`src/rtl/mem_block_copier_pkg.sv`:
```
// rtl/mem_block_copier_pkg.sv - shared bus command codes, copier state enum and default widths
package mem_block_copier_pkg;

    localparam int DEFAULT_ADDR_W = 9;
    localparam int DEFAULT_DATA_W = 16;

    // Memory-bus commands, shared with the CPU and the memory/I-O decode
    localparam logic [1:0] MNONE  = 2'b00;
    localparam logic [1:0] MREAD  = 2'b01;
    localparam logic [1:0] MWRITE = 2'b10;

    typedef enum logic [2:0] {
        ST_IDLE,
        ST_RD_ADDR,
        ST_RD_DATA,
        ST_WR,
        ST_DONE
    } copier_state_t;

endpackage

```
`src/rtl/mem_block_copier.sv`:
```
// rtl/mem_block_copier.sv - memory-bus initiator copying a block of words between address ranges
//
// Second bus master beside the CPU; an external arbiter muxes its bus outputs while busy=1.
// Every word costs RD_ADDR, RD_DATA, WR (3 cycles); DONE adds one cycle, so the latency is 3*len+1.
// Optional macro MEMCPY_FILL_EN adds fill/fill_value: a fill writes fill_value to
// dst..dst+len-1 at one word per cycle and issues no reads.
//
// Ports:
//   clk, reset            clock; asynchronous active-low reset
//   start                 request a copy (sampled only in IDLE)
//   src_addr, dst_addr    first source / destination word address
//   len                   word count, 0 = no-op (done pulse only)
//   fill, fill_value      fill-mode request and pattern (MEMCPY_FILL_EN only)
//   busy                  high whenever the FSM is not in IDLE
//   done                  one-cycle completion pulse
//   mem_cmd, mem_addr     bus command (MNONE/MREAD/MWRITE) and address
//   write_data            data driven during MWRITE
//   read_data             bus read data, valid the cycle after MREAD is first presented
module mem_block_copier
    import mem_block_copier_pkg::*;
#(
    parameter int ADDR_W = DEFAULT_ADDR_W,
    parameter int DATA_W = DEFAULT_DATA_W,
    parameter int LEN_W  = 9
) (
    input  logic              clk,
    input  logic              reset,
    input  logic              start,
    input  logic [ADDR_W-1:0] src_addr,
    input  logic [ADDR_W-1:0] dst_addr,
    input  logic [LEN_W-1:0]  len,
`ifdef MEMCPY_FILL_EN
    input  logic              fill,
    input  logic [DATA_W-1:0] fill_value,
`endif
    output logic              busy,
    output logic              done,
    output logic [1:0]        mem_cmd,
    output logic [ADDR_W-1:0] mem_addr,
    output logic [DATA_W-1:0] write_data,
    input  logic [DATA_W-1:0] read_data
);

    copier_state_t     state;
    logic [ADDR_W-1:0] src;
    logic [ADDR_W-1:0] dst;
    logic [LEN_W-1:0]  count;
`ifdef MEMCPY_FILL_EN
    logic              fill_mode;
`endif

    // Bus outputs are registered alongside the state transition, so each
    // output already holds the value belonging to the state being entered.
    // write_data doubles as the captured-word register.
    always_ff @(posedge clk or negedge reset) begin
        if (!reset) begin
            state      <= ST_IDLE;
            busy       <= 1'b0;
            done       <= 1'b0;
            mem_cmd    <= MNONE;
            mem_addr   <= '0;
            write_data <= '0;
            src        <= '0;
            dst        <= '0;
            count      <= '0;
`ifdef MEMCPY_FILL_EN
            fill_mode  <= 1'b0;
`endif
        end else begin
            done <= 1'b0;
            case (state)
                ST_IDLE: begin
                    mem_cmd <= MNONE;
                    if (start) begin
                        busy <= 1'b1;
                        if (len == '0) begin
                            state <= ST_DONE;
                            done  <= 1'b1;
                        end else begin
                            src   <= src_addr;
                            dst   <= dst_addr;
                            count <= len;
`ifdef MEMCPY_FILL_EN
                            fill_mode <= fill;
                            if (fill) begin
                                state      <= ST_WR;
                                mem_cmd    <= MWRITE;
                                mem_addr   <= dst_addr;
                                write_data <= fill_value;
                            end else
`endif
                            begin
                                state    <= ST_RD_ADDR;
                                mem_cmd  <= MREAD;
                                mem_addr <= src_addr;
                            end
                        end
                    end
                end

                // Command and address are held so the RAM read enable stays on
                // through the registered-read cycle.
                ST_RD_ADDR: begin
                    state <= ST_RD_DATA;
                end

                ST_RD_DATA: begin
                    state      <= ST_WR;
                    mem_cmd    <= MWRITE;
                    mem_addr   <= dst;
                    write_data <= read_data;
                end

                ST_WR: begin
                    src   <= src + ADDR_W'(1);
                    dst   <= dst + ADDR_W'(1);
                    count <= count - LEN_W'(1);
                    if (count == LEN_W'(1)) begin
                        state   <= ST_DONE;
                        mem_cmd <= MNONE;
                        done    <= 1'b1;
                    end
`ifdef MEMCPY_FILL_EN
                    else if (fill_mode) begin
                        mem_addr <= dst + ADDR_W'(1);
                    end
`endif
                    else begin
                        state    <= ST_RD_ADDR;
                        mem_cmd  <= MREAD;
                        mem_addr <= src + ADDR_W'(1);
                    end
                end

                ST_DONE: begin
                    state   <= ST_IDLE;
                    busy    <= 1'b0;
                    mem_cmd <= MNONE;
                end

                default: begin
                    state   <= ST_IDLE;
                    busy    <= 1'b0;
                    mem_cmd <= MNONE;
                end
            endcase
        end
    end

endmodule
```
`config.mk`:
```
export PLATFORM = sky130hd
export DESIGN_NAME = mem_block_copier
export DESIGN_NICKNAME = d
export VERILOG_FILES = /design/src/rtl/mem_block_copier_pkg.sv /design/src/rtl/mem_block_copier.sv
export SDC_FILE = /design/constraint.sdc
export NUM_CORES = 1
export LEC_CHECK = 0
export CAP_MARGIN = 25
export CORE_MARGIN = 4
export CORE_UTILIZATION = 54
export DETAILED_ROUTE_END_ITERATION = 10
export GPL_TIMING_DRIVEN = 0
export PLACE_DENSITY = 0.88
export SKIP_LAST_GASP = 1
export SLEW_MARGIN = 20
export SYNTH_ARGS = -nofsm -noshare
export SYNTH_HDL_FRONTEND = slang
export SYNTH_SLANG_ARGS = --single-unit
```
`constraint.sdc`:
```
create_clock -name clk -period 5.7 [get_ports clk]
set_input_delay 1.14 -clock clk [delete_from_list [all_inputs] [get_ports clk]]
set_output_delay 1.14 -clock clk [all_outputs]
set_load 0.01 [all_outputs]
```
**After elaboration in Yosys (flattened, before gate mapping)**

Cells that the tools add are included.
Widths: inputs -> output; s select.

- Memories: 0
- Memory bits (read-only): 0
- Output and inout bits: 29
- Register bits: 59
- Memory bits (writable): 0
- Latch bits: 0
- Logic and storage cells: 53
- Input port bits: 46

- Divide/modulo/power cells: 0
- $add $sub $neg: 3
- Shifts and indexed selects: 0
- Reduce and logical (&&, ||, !) cells: 8
- $mul: 0
- Equal/unequal tests: 7
- Mux-type cells: 25
- Order comparisons: 0
- Bitwise operators: 1

Operators with widths:

| operator | number |
|---|---|
| $mux 9 | 7 |
| $pmux 9 s2 | 3 |
| $pmux 9 s3 | 1 |
| $add 9x1->9 const B | 2 |
| $pmux 3 s4 | 1 |
| $eq 9x1->1 const B | 1 |
| $logic_not 9->1 | 1 |
| $mux 3 | 3 |
| $sub 9x1->9 const B | 1 |
| $pmux 2 s4 | 1 |
| $mux 1 | 7 |
| $eq 3x2->1 const B | 2 |
| $ne 2x2->1 const B | 3 |
| $pmux 1 s2 | 2 |
| $reduce_and 4->1 | 1 |
| $eq 3x1->1 const B | 1 |
| $logic_not 3->1 | 1 |
| $reduce_and 3->1 | 1 |
| $reduce_bool 3->1 | 1 |
| $reduce_or 3->1 | 1 |
| $reduce_and 2->1 | 1 |
| $reduce_bool 2->1 | 1 |
| $not 1->1 | 1 |

**Depth between registers and ports, before layout**

Gate-level depths: netlist of the first run.

- Word-level depth: 4
- Depth in mapped cells: 8
- Depth with buffers taken out: 6

**Least setup slack after synthesis of the first run**

No wires, ideal clock.

- Path type: input-to-reg
- Start point: input port len[5]
- End point: register mem_addr[0]
- Stages: 5
- Required time: 5575 ps
- Path slack: 3163 ps
- Setup time: 125 ps
- Buffers on the path: 1
- Data arrival time: 2412 ps
- Path through: nor4_1 > a31oi_1 > or2_2 > buf_2 > mux2_2

- Cells in the longest elaborated chain, start to end: 3

RTL lines:

| item | RTL line | source |
|---|---|---|
| start: declaration | mem_block_copier.sv:31 | `input logic [LEN_W-1:0] len,` |
| $logic_not 9->1 | mem_block_copier.sv:76 | `if (len == '0) begin` |
| $ne 2x2->1 (no source line) | n/a |  |
| $reduce_and 4->1 (no source line) | n/a |  |
| end signal: assignment | mem_block_copier.sv:95 | `mem_addr <= src_addr;` |
| end signal: assignment | mem_block_copier.sv:110 | `mem_addr <= dst;` |
| end signal: assignment | mem_block_copier.sv:131 | `mem_addr <= src + ADDR_W'(1);` |
| end: declaration | mem_block_copier.sv:39 | `output logic [ADDR_W-1:0] mem_addr,` |

No other way between the ends.
A chain may end at the register's enable or synchronous reset.

**Worst setup path in the final report of the first run**

- Start point: input port len[5]
- End point: register count[8]

- Cells in the longest elaborated chain, start to end: 3

RTL lines:

| item | RTL line | source |
|---|---|---|
| $logic_not 9->1 | mem_block_copier.sv:76 |  |
| $ne 2x2->1 (no source line) | n/a |  |
| $reduce_and 3->1 (no source line) | n/a |  |
| end signal: assignment | mem_block_copier.sv:82 | `count <= len;` |
| end signal: assignment | mem_block_copier.sv:117 | `count <= count - LEN_W'(1);` |
| end: declaration | mem_block_copier.sv:47 | `logic [LEN_W-1:0] count;` |

No other way between the ends.

==> results.toml, run 1 <==
[synthesis]
synth_top_cell_area_share_pct = 47.2
ys_top_cells_by_area = "dfrtp_1 47%, mux2_2 6.8%, o221a_2 3.6%"
synth_nets = 360
async_flop_share_pct = 100
synth_seq_cells = 59
seq_area_frac_synth_pct = 47.2
muxShareOfSynthArea_pct = 9.72
syn_inst = 310
syn_area_sq_mm = 0.00313
synth_top_family_by_area = "simple AND/OR/NAND/NOR gates"
yosys_warnings = 0
synth_fa_ha_area_share_pct = 1.60
ys_top_cells_by_count = "59 x dfrtp_1, 23 x nor2_1, 21 x nand2_1, 19 x mux2_2, 18 x nor3_1"
synthSimpleGateAreaFrac_pct = 19.1
synth_top_cell_by_area = "dfrtp_1"
syn-mean-instance-area_sq_um = 10.1
yosys.cell_count.top_type = "dfrtp_1"
synth_edf_count = 0
synthXorXnorAreaFrac_pct = 0.840
synth_compound_area_share_pct = 17.4
synth.distinct_cells = 49
ys.flop_type = "dfrtp_1"

[cts]
root_buffer = "clkbuf_8"
cts_made_buffers = 9
clock_sinks = 59
insertion_delay_ns = 0.35
cts_tree = "yes"
clk_pin_slew_ns = 0.06
postCtsHoldBufs = 0
cts_max_path_buffers = 2
post_cts_resized = 0
cts_setup_buffers = 0
cts_max_level = 3

[critical_path]
r2r-end = "mem_addr[0]$_DFFE_PN0P_"
path_cells = "clkdlybuf4s50_1, nor4_1, a31o_2, buf_6, clkbuf_1, nor2_1, a211oi_1"
crit_path_max_fanout = 10
critPathBufInv = 3
critical-path-top-delay-family = "buffers and inverters"
crit_type = "input port to register"
setup.worst_path.end = "count[8]$_DFFE_PN0P_"
cp_slowest_stage_delay_ns = 0.50
crit_start = "len[5]"
arrival_ns = 3.30
endpoint_kind = "register"
critical_path_depth = 7
r2r_start = "count[1]$_DFFE_PN0P_"
r2r_cells = 7
critPathSlowestCell = "nor4_1"
required_ns = 5.94
critPathLaunchType = "input port"
reg2reg_slack_ns = 3.32

[floorplan]
die_area_sq_mm = 0.00708
rows = 27
ios = 75
start_util_pct = 56.1
fp.dieW_microns = 84.1
core_area_sq_mm = 0.00557
die-height_microns = 84.1

[place]
place_congestion = 0.896
io_buffers = 74
dpl.hpwl_mm = 6.22

[global_routing]
antenna_found_initial = 0
grt_pass1_wl_mm = 14.3
grt_use_total_pct = 25.5
gr-total-overflow = 0
grt_max_degree = 37
grt_pass1_vias = 2950

[route]
wl_mm = 8.68
wl_per_cell_microns = 18.3
drc = 0
drtPass1Iterations = 7
drt_iter0_drc = 341
vias_per_cell = 6.17
num_vias = 2917
drtAntennaViolNets = 0

[status]
status = "finished clean"

[power_and_ir_drop]
p_leak_nw = 1.68
peakVddDrop_uv = 290
p_per_area_mw_per_mm2 = 565

[timing]
setup_violations = 0
skew_ns = 0.00482
slew_viol_final = 0
rsz0062_at_grt = "no"
min_period_over_period_pct = 53.8
tightest_slew_ns = 0.820
hold_viol = 0
period_needed_ns = 3.07
setup_tns_ns = 0
fmax_ghz = 0.326
max_slew_margin_pct = 44.6

[run]
drv_cap = 0

[final_layout]
antenna-diode-count = 0
nets = 446
area_delta_synth_final_pct = 33.3
drive_gt1_share_pct = 14.5
final_util_pct = 74.8

[min_path]
hp-class = "register to register"
whs_path_depth = 1
==> cells by family after synthesis <==
group,count (synthesis)
and+or+nand+nor,114
AOI/OAI and AO/OA,73
adders and majority gates,4
xor gates and xnor gates,3
buffers and inverters,29
muxes,28
DFF,59
==> worst min-delay path by stage <==
stage                                            end                       start  slack [ns]
after detailed placement   write_data[5]$_DFFE_PN0N_   write_data[5]$_DFFE_PN0N_        0.50
final                     write_data[10]$_DFFE_PN0N_  write_data[10]$_DFFE_PN0N_        0.51
after floorplan                 count[8]$_DFFE_PN0P_        count[8]$_DFFE_PN0P_        0.45
after global placement          count[8]$_DFFE_PN0P_        count[8]$_DFFE_PN0P_        0.47
after CTS                  write_data[5]$_DFFE_PN0N_   write_data[5]$_DFFE_PN0N_        0.51
after global routing      write_data[10]$_DFFE_PN0N_  write_data[10]$_DFFE_PN0N_        0.52
==> where the power goes <==
part,switching (mW),internal (mW)
clock network,0.164,0.211
logic,0.594,0.581
registers,0.183,0.624
total,0.941,1.42
==> layout by cell type, fill, tap and decap left out, types with 4 or more instances in the layout <==
master / Yosys / routed
a211oi_1: 4 / 4
a21oi_1: 16 / 16
a31oi_1: 10 / 10
and2_1: 5 / 5
and4_1: 4 / 4
buf_2: 4 / 4
clkbuf_1: 12 / 13
clkbuf_8: 0 / 10
clkdlybuf4s50_1: 0 / 73
dfrtp_1: 59 / 59
ha_1: 4 / 4
inv_1: 9 / 9
mux2_2: 19 / 19
mux2i_1: 9 / 9
nand2_1: 21 / 21
nand2b_1: 5 / 5
nand3_1: 17 / 17
nand4_1: 4 / 4
nor2_1: 23 / 23
nor3_1: 18 / 18
o21ai_0: 10 / 10
o221a_2: 10 / 10
or3_1: 4 / 4
==> worst register-to-register path, delay by kind of cell (launching register included) <==
kind                       cells  cell delay (ns)
AOI/OAI and AO/OA              1             0.68
DFF                            1             0.40
and+or+nand+nor                2             0.37
muxes                          1             0.36
buffers and inverters          2             0.31
adders and majority gates      1             0.17
==> through the flow <==
stage	cell area [sq um]	setup WS (ns)	hold slack (ns)	std cells	power (mW)
floorplan	3130	3.16	0.448	310	1.50
global placement	3960	1.66	0.470	456	1.90
detailed placement	3980	2.33	0.496	457	1.98
CTS	4170	2.67	0.512	473	2.35
global route	4170	2.52	0.518	473	2.51
finish	4170	2.63	0.509	473	2.36
==> area by class of cell <==
| type | instances | area [sq um] |
|---|---|---|
| Clock inverter | 5 | 52.6 |
| Buffer | 20 | 98.8 |
| Timing Repair Buffer | 75 | 758 |
| Clock buffer | 11 | 141 |
| Sequential cell | 59 | 1480 |
| Inverter | 9 | 33.8 |
| Multi-Input combinational cell | 222 | 1520 |
| Tap cell | 72 | 90.1 |
| Fill cell | 417 | 1400 |
==> layer usage <==
metal | part of all wire, % | up-vias | track usage (%)
met3 | 8.5 | 35 | 5.63
li1 | - | 1335 | -
met5 | 0 | - | 0
met4 | 3.3 | 0 | 12.1
met2 | 48 | 150 | 41.5
met1 | 41 | 1397 | 32.2
==> flip-flops by register name, summed over array words and instances (netlist names) <==
register    count
mem_addr        9
state           3
write_data     16
src             9
count           9
mem_cmd         2
busy            1
done            1
dst             9
Note: power is estimated with default switching activity, not from simulation.
==> inputs of run 2 (changes only) <==
--- a/config.mk
+++ b/config.mk
@@ -7,10 +7,10 @@
 export LEC_CHECK = 0
 export CAP_MARGIN = 25
 export CORE_MARGIN = 4
-export CORE_UTILIZATION = 54
+export CORE_UTILIZATION = 50
 export DETAILED_ROUTE_END_ITERATION = 10
 export GPL_TIMING_DRIVEN = 0
-export PLACE_DENSITY = 0.88
+export PLACE_DENSITY = 0.82
 export SKIP_LAST_GASP = 1
 export SLEW_MARGIN = 20
 export SYNTH_ARGS = -nofsm -noshare
==> constraint.sdc (replaced) <==
create_clock -name clk -period 3.1 [get_ports clk]
set_input_delay 0.62 -clock clk [delete_from_list [all_inputs] [get_ports clk]]
set_output_delay 0.62 -clock clk [all_outputs]
set_load 0.01 [all_outputs]
==> run 2 against run 1 <==
  * Critical path depth is the same
  * Combinational power grew 83%
  * Sequential power grew 82%
  * Critical path type unchanged
  * Flip-flop and latch count is the same
  * Setup slack lost 2.0 ns
==> results.toml, run 2 (synthesized netlist as in run 1, its figures left out) <==
[route]
drt_iter0_drc = 240
wl_per_cell_microns = 18.0
drtAntennaViolNets = 0
num_vias = 2867
wl_mm = 8.57
drtPass1Iterations = 4
vias_per_cell = 6.02
drc = 0

[timing]
tightest_slew_ns = 0.812
setup_violations = 0
period_needed_ns = 2.46
max_slew_margin_pct = 45.2
min_period_over_period_pct = 79.3
hold_viol = 0
rsz0062_at_grt = "no"
skew_ns = 0.00636
timing.final.ws_setup_ns = 0.642
slew_viol_final = 0
fmax_ghz = 0.407

[global_routing]
grt_use_total_pct = 24.0
gr-total-overflow = 0
grt_pass1_vias = 2965
antenna_found_initial = 0
grt_max_degree = 50
grt_pass1_wl_mm = 14.1

[place]
pre_cts_ws_ns = 0.344
place_congestion = 0.934
placed_cell_area_sq_mm = 0.00399
dpl.hpwl_mm = 5.94
io_buffers = 74

[power_and_ir_drop]
p_per_area_mw_per_mm2 = 1050
comb_power_share_pct = 49.3
p_leak_nw = 1.69
netSwitchingPower_mw = 1.73
seq_power_share_pct = 33.4
clock_power_share_pct = 17.3
peakVddDrop_uv = 511
p_int_mw = 2.66
sw_frac_of_total_pct = 39.3

[cts]
cts_tree = "yes"
clk_pin_slew_ns = 0.07
post_cts_resized = 0
cts_max_path_buffers = 2
clock_sinks = 59
cts_setup_buffers = 0
cts_made_buffers = 9
root_buffer = "clkbuf_8"
insertion_delay_ns = 0.35
cts_max_level = 3
postCtsHoldBufs = 0

[final_layout]
drive_gt1_share_pct = 14.5
final_common_cell = "clkdlybuf4s50_1"
area_delta_synth_final_pct = 34.1
register_area_sq_mm = 0.00148
top_register = "write_data"
final_cell_mix = "73 x clkdlybuf4s50_1, 59 x dfrtp_1, 23 x nor2_1"
multiInputGateArea_sq_mm = 0.00152
design_area_sq_mm = 0.00420
largest_reg_flops = 16
nets = 446
fillers = 462
antenna-diode-count = 0

[min_path]
hp-class = "input port to async pin"

[floorplan]
rows = 28
start_util_pct = 52.2
die-height_microns = 87.1
ios = 75
fp.dieW_microns = 87.1
core_area_sq_mm = 0.00599
die_area_sq_mm = 0.00759

[critical_path]
reg2reg_slack_ns = 0.71
cp_slowest_stage_delay_ns = 0.47
endpoint_kind = "register"
crit_path_max_fanout = 10
critical-path-top-delay-family = "buffers and inverters"
critPathLaunchType = "input port"
crit_type = "input port to register"
critPathBufInv = 3
critPathSlowestCell = "nor4_1"
path_cells = "clkdlybuf4s50_1, nor4_1, a31o_2, buf_6, clkbuf_1, nor2_1, a211oi_1"
arrival_ns = 2.71
required_ns = 3.35

[status]
status = "finished clean"

[run]
drv_cap = 0
==> run 2: cell types whose count changed in the layout (fill, tap and decap cells not counted) <==
cell	before	now
clkinv_2	3	4
buf_16	0	1
clkinvlp_4	1	0
bufinv_16	1	2
clkbuf_8	10	9
buf_12	1	0
==> run 2: final cells by class <==
cell class	instances	share of cell area [%]
Buffer	20	2.36
Clock buffer	10	3.04
Clock inverter	6	1.91
Inverter	9	0.805
Multi-Input combinational cell	222	36.2
Sequential cell	59	35.2
Tap cell	75	2.24
Timing Repair Buffer	75	18.2
==> run 2: per-stage QoR <==
step           power (mW)  hold WS [ns]  utilization (%)  TNS (ns)  cells
4_1_cts              4.38         0.109             70.1         0    476
3_3_place_gp         3.51         0.470             66.2    -29.04    459
3_5_place_dp         3.61         0.476             66.6         0    460
5_1_grt              4.69         0.102             70.1         0    476
6_report             4.39         0.105             70.1         0    476
2_1_floorplan        2.76         0.324                -         0    310
==> run 2: worst reg2reg max path, stage by stage, from the launching register on <==
cell     delay (ns)
dfrtp_1        0.43
ha_1           0.21
nor2b_1        0.14
a41oi_1        0.67
or2_2          0.22
buf_2          0.24
mux2_2         0.37
==> run 2: power by group through the flow <==
stage | Clock, mW | Combinational, mW | Sequential, mW
after floorplan | 0 | 1.27 | 1.49
after global placement | 0 | 2.07 | 1.44
after CTS | 0.765 | 2.16 | 1.46
after detailed placement | 0 | 2.14 | 1.47
after global routing | 0.810 | 2.36 | 1.52
final | 0.761 | 2.16 | 1.47
==> run 2: metal layers <==
layer  wire [microns]  vias to the layer above  track usage (%)  share of wire (%)
li1                 -                     1336                -                  -
met1             3610                     1370             31.0                 42
met2             4090                      148             38.4                 48
met3              751                       13             6.15                8.8
met4              117                        0             9.76                1.4
met5                0                        -                0                  0
==> run 2: path summary, 6_finish.rpt <==
path                                 startpoint                 endpoint  depth (start not counted)
max in group asynchronous                 reset  mem_addr[3]$_DFFE_PN0P_                          2
min reg2reg                count[8]$_DFFE_PN0P_     count[8]$_DFFE_PN0P_                          1
min in group clk           count[8]$_DFFE_PN0P_     count[8]$_DFFE_PN0P_                          1
max reg2reg                count[0]$_DFFE_PN0P_  mem_addr[0]$_DFFE_PN0P_                          6
max                                      len[5]     count[6]$_DFFE_PN0P_                          7
min                                       reset       dst[4]$_DFFE_PN0P_                          1
==> inputs of run 3 (changes only) <==
==> constraint.sdc (replaced) <==
create_clock -name clk -period 2.5 [get_ports clk]
set_input_delay 0.5 -clock clk [delete_from_list [all_inputs] [get_ports clk]]
set_output_delay 0.5 -clock clk [all_outputs]
set_load 0.01 [all_outputs]
==> run 3 against run 2 <==
  * Die area did not move
  * Via count rose by 0.59%
  * Cell count did not move
  * Setup slack got worse by 0.53 ns
  * Global-route usage barely moved
  * Register-to-register slack got worse by 0.60 ns
  * Largest power group unchanged
  * Combinational power rose by 25%
  * Critical endpoint is now src[6]$_DFFE_PN0P_
  * Routed wire length fell by 0.82%
==> results.toml, run 3 (synthesized netlist as in run 1, its figures left out) <==
[status]
status = "finished clean"

[final_layout]
largest_reg_flops = 16
drive_gt1_share_pct = 14.7
top_register = "write_data"
antenna-diode-count = 0
fin_cells = 476
nets = 446
area_delta_synth_final_pct = 34.5
final_cell_mix = "73 x clkdlybuf4s50_1, 59 x dfrtp_1, 23 x nor2_1"
final_util_pct = 70.3
multiInputGateArea_sq_mm = 0.00153
fillers = 457
final_common_cell = "clkdlybuf4s50_1"
register_area_sq_mm = 0.00148

[floorplan]
rows = 28
ios = 75
start_util_pct = 52.2
die_area_sq_mm = 0.00759
die-height_microns = 87.1
fp.dieW_microns = 87.1
core_area_sq_mm = 0.00599

[global_routing]
antenna_found_initial = 0
grt_pass1_vias = 2968
grt_pass1_wl_mm = 14.1
grt_max_degree = 50
gr-total-overflow = 0
grt_use_total_pct = 24.0

[critical_path]
required_ns = 2.73
worst_path_most_repeated_cell = "clkbuf_1"
cp_slowest_stage_delay_ns = 0.49
path_cells = "clkbuf_1, and3b_1, buf_2, clkbuf_1, buf_1, nand4_1, o221a_2"
arrival_ns = 2.62
r2r_cells = 7
endpoint_kind = "register"
critPathLaunchType = "register"
critPathSlowestCell = "buf_1"
crit_path_max_fanout = 10
crit_type = "register to register"

[cts]
insertion_delay_ns = 0.35
clk_pin_slew_ns = 0.07
cts_setup_buffers = 0
cts_max_level = 3
root_buffer = "clkbuf_8"
cts_made_buffers = 9
cts_tree = "yes"
cts_max_path_buffers = 2
clock_sinks = 59

[timing]
max_slew_margin_pct = 51.8
period_needed_ns = 2.39
min_period_over_period_pct = 95.7
setup_violations = 0
fmax_ghz = 0.418
slew_viol_final = 0
rsz0062_at_grt = "no"
hold_viol = 0
timing.final.ws_setup_ns = 0.109
tightest_slew_ns = 0.713
skew_ns = 0.00651
setup_tns_ns = 0

[route]
wl_per_cell_microns = 17.9
vias_per_cell = 6.06
wl_mm = 8.50
drt_iter0_drc = 272
drtPass1Iterations = 5
drc = 0
num_vias = 2884
drtAntennaViolNets = 0

[min_path]
hp-class = "register to register"
whs_path_depth = 1

[place]
io_buffers = 74
placed_cells = 460
dpl.hpwl_mm = 5.94
place_congestion = 0.934
pre_cts_ws_ns = -0.136

[run]
drv_cap = 0

[power_and_ir_drop]
p_total_mw = 5.44
p_leak_nw = 1.69
p_per_area_mw_per_mm2 = 1290
peakVddDrop_uv = 623
run 3: worst max-delay path, delay by kind of cell, from the launching register on:
kind | cells | cell delay (ns)
and+or+nand+nor | 2 | 0.38
buffers and inverters | 4 | 1.41
AOI/OAI and AO/OA | 1 | 0.17
DFF | 1 | 0.32
run 3: final timing paths:
path,startpoint,endpoint,slack [ns]
min in group asynchronous,reset,dst[4]$_DFFE_PN0P_,0.53
worst max-delay path,state[0]$_DFFE_PN0P_,src[6]$_DFFE_PN0P_,0.11
max in group asynchronous,reset,mem_addr[3]$_DFFE_PN0P_,1.49
worst min register to register,count[8]$_DFFE_PN0P_,count[8]$_DFFE_PN0P_,0.49
worst max register to register,state[0]$_DFFE_PN0P_,src[6]$_DFFE_PN0P_,0.11
worst min-delay path,count[8]$_DFFE_PN0P_,count[8]$_DFFE_PN0P_,0.49
run 3: what timing repair did:
action,4_1_cts,5_1_grt
hold buffers,1,0
gates resized for setup,0,1
setup endpoints to repair,0,2
hold endpoints to repair,10,0
run 3: area by class of cell:
cell class,count,area share [%]
multi-input cells,222,36.3
flip-flops and latches,59,35.1
clock buffers,10,3.03
plain buffers,19,2.26
repair buffers,76,18.4
inverters,9,0.802
well taps,75,2.23
clock inverters,6,1.90
run 3: power breakdown:
group	total, mW	switching (mW)	leakage, nW	internal, mW
clock network	0.941	0.387	0.110	0.554
logic	2.69	1.36	0.903	1.33
registers	1.81	0.393	0.681	1.42
total	5.44	2.14	1.69	3.31
run 3: stage by stage:
| step | hold WS [ns] | area [sq um] |
|---|---|---|
| floorplan | 0.204 | 3130 |
| global placement | 0.470 | 3960 |
| detailed placement | 0.356 | 3990 |
| CTS | 0.484 | 4210 |
| global route | 0.519 | 4210 |
| finish | 0.486 | 4210 |
run 3: layer usage:
| metal | GRT usage [%] | vias to the layer above | share of wire (%) |
|---|---|---|---|
| met3 | 6.15 | 16 | 8.5 |
| met5 | 0 | - | 0 |
| met4 | 9.76 | 0 | 1.5 |
| met2 | 38.4 | 140 | 48 |
| met1 | 31.1 | 1390 | 42 |
| li1 | - | 1338 | - |
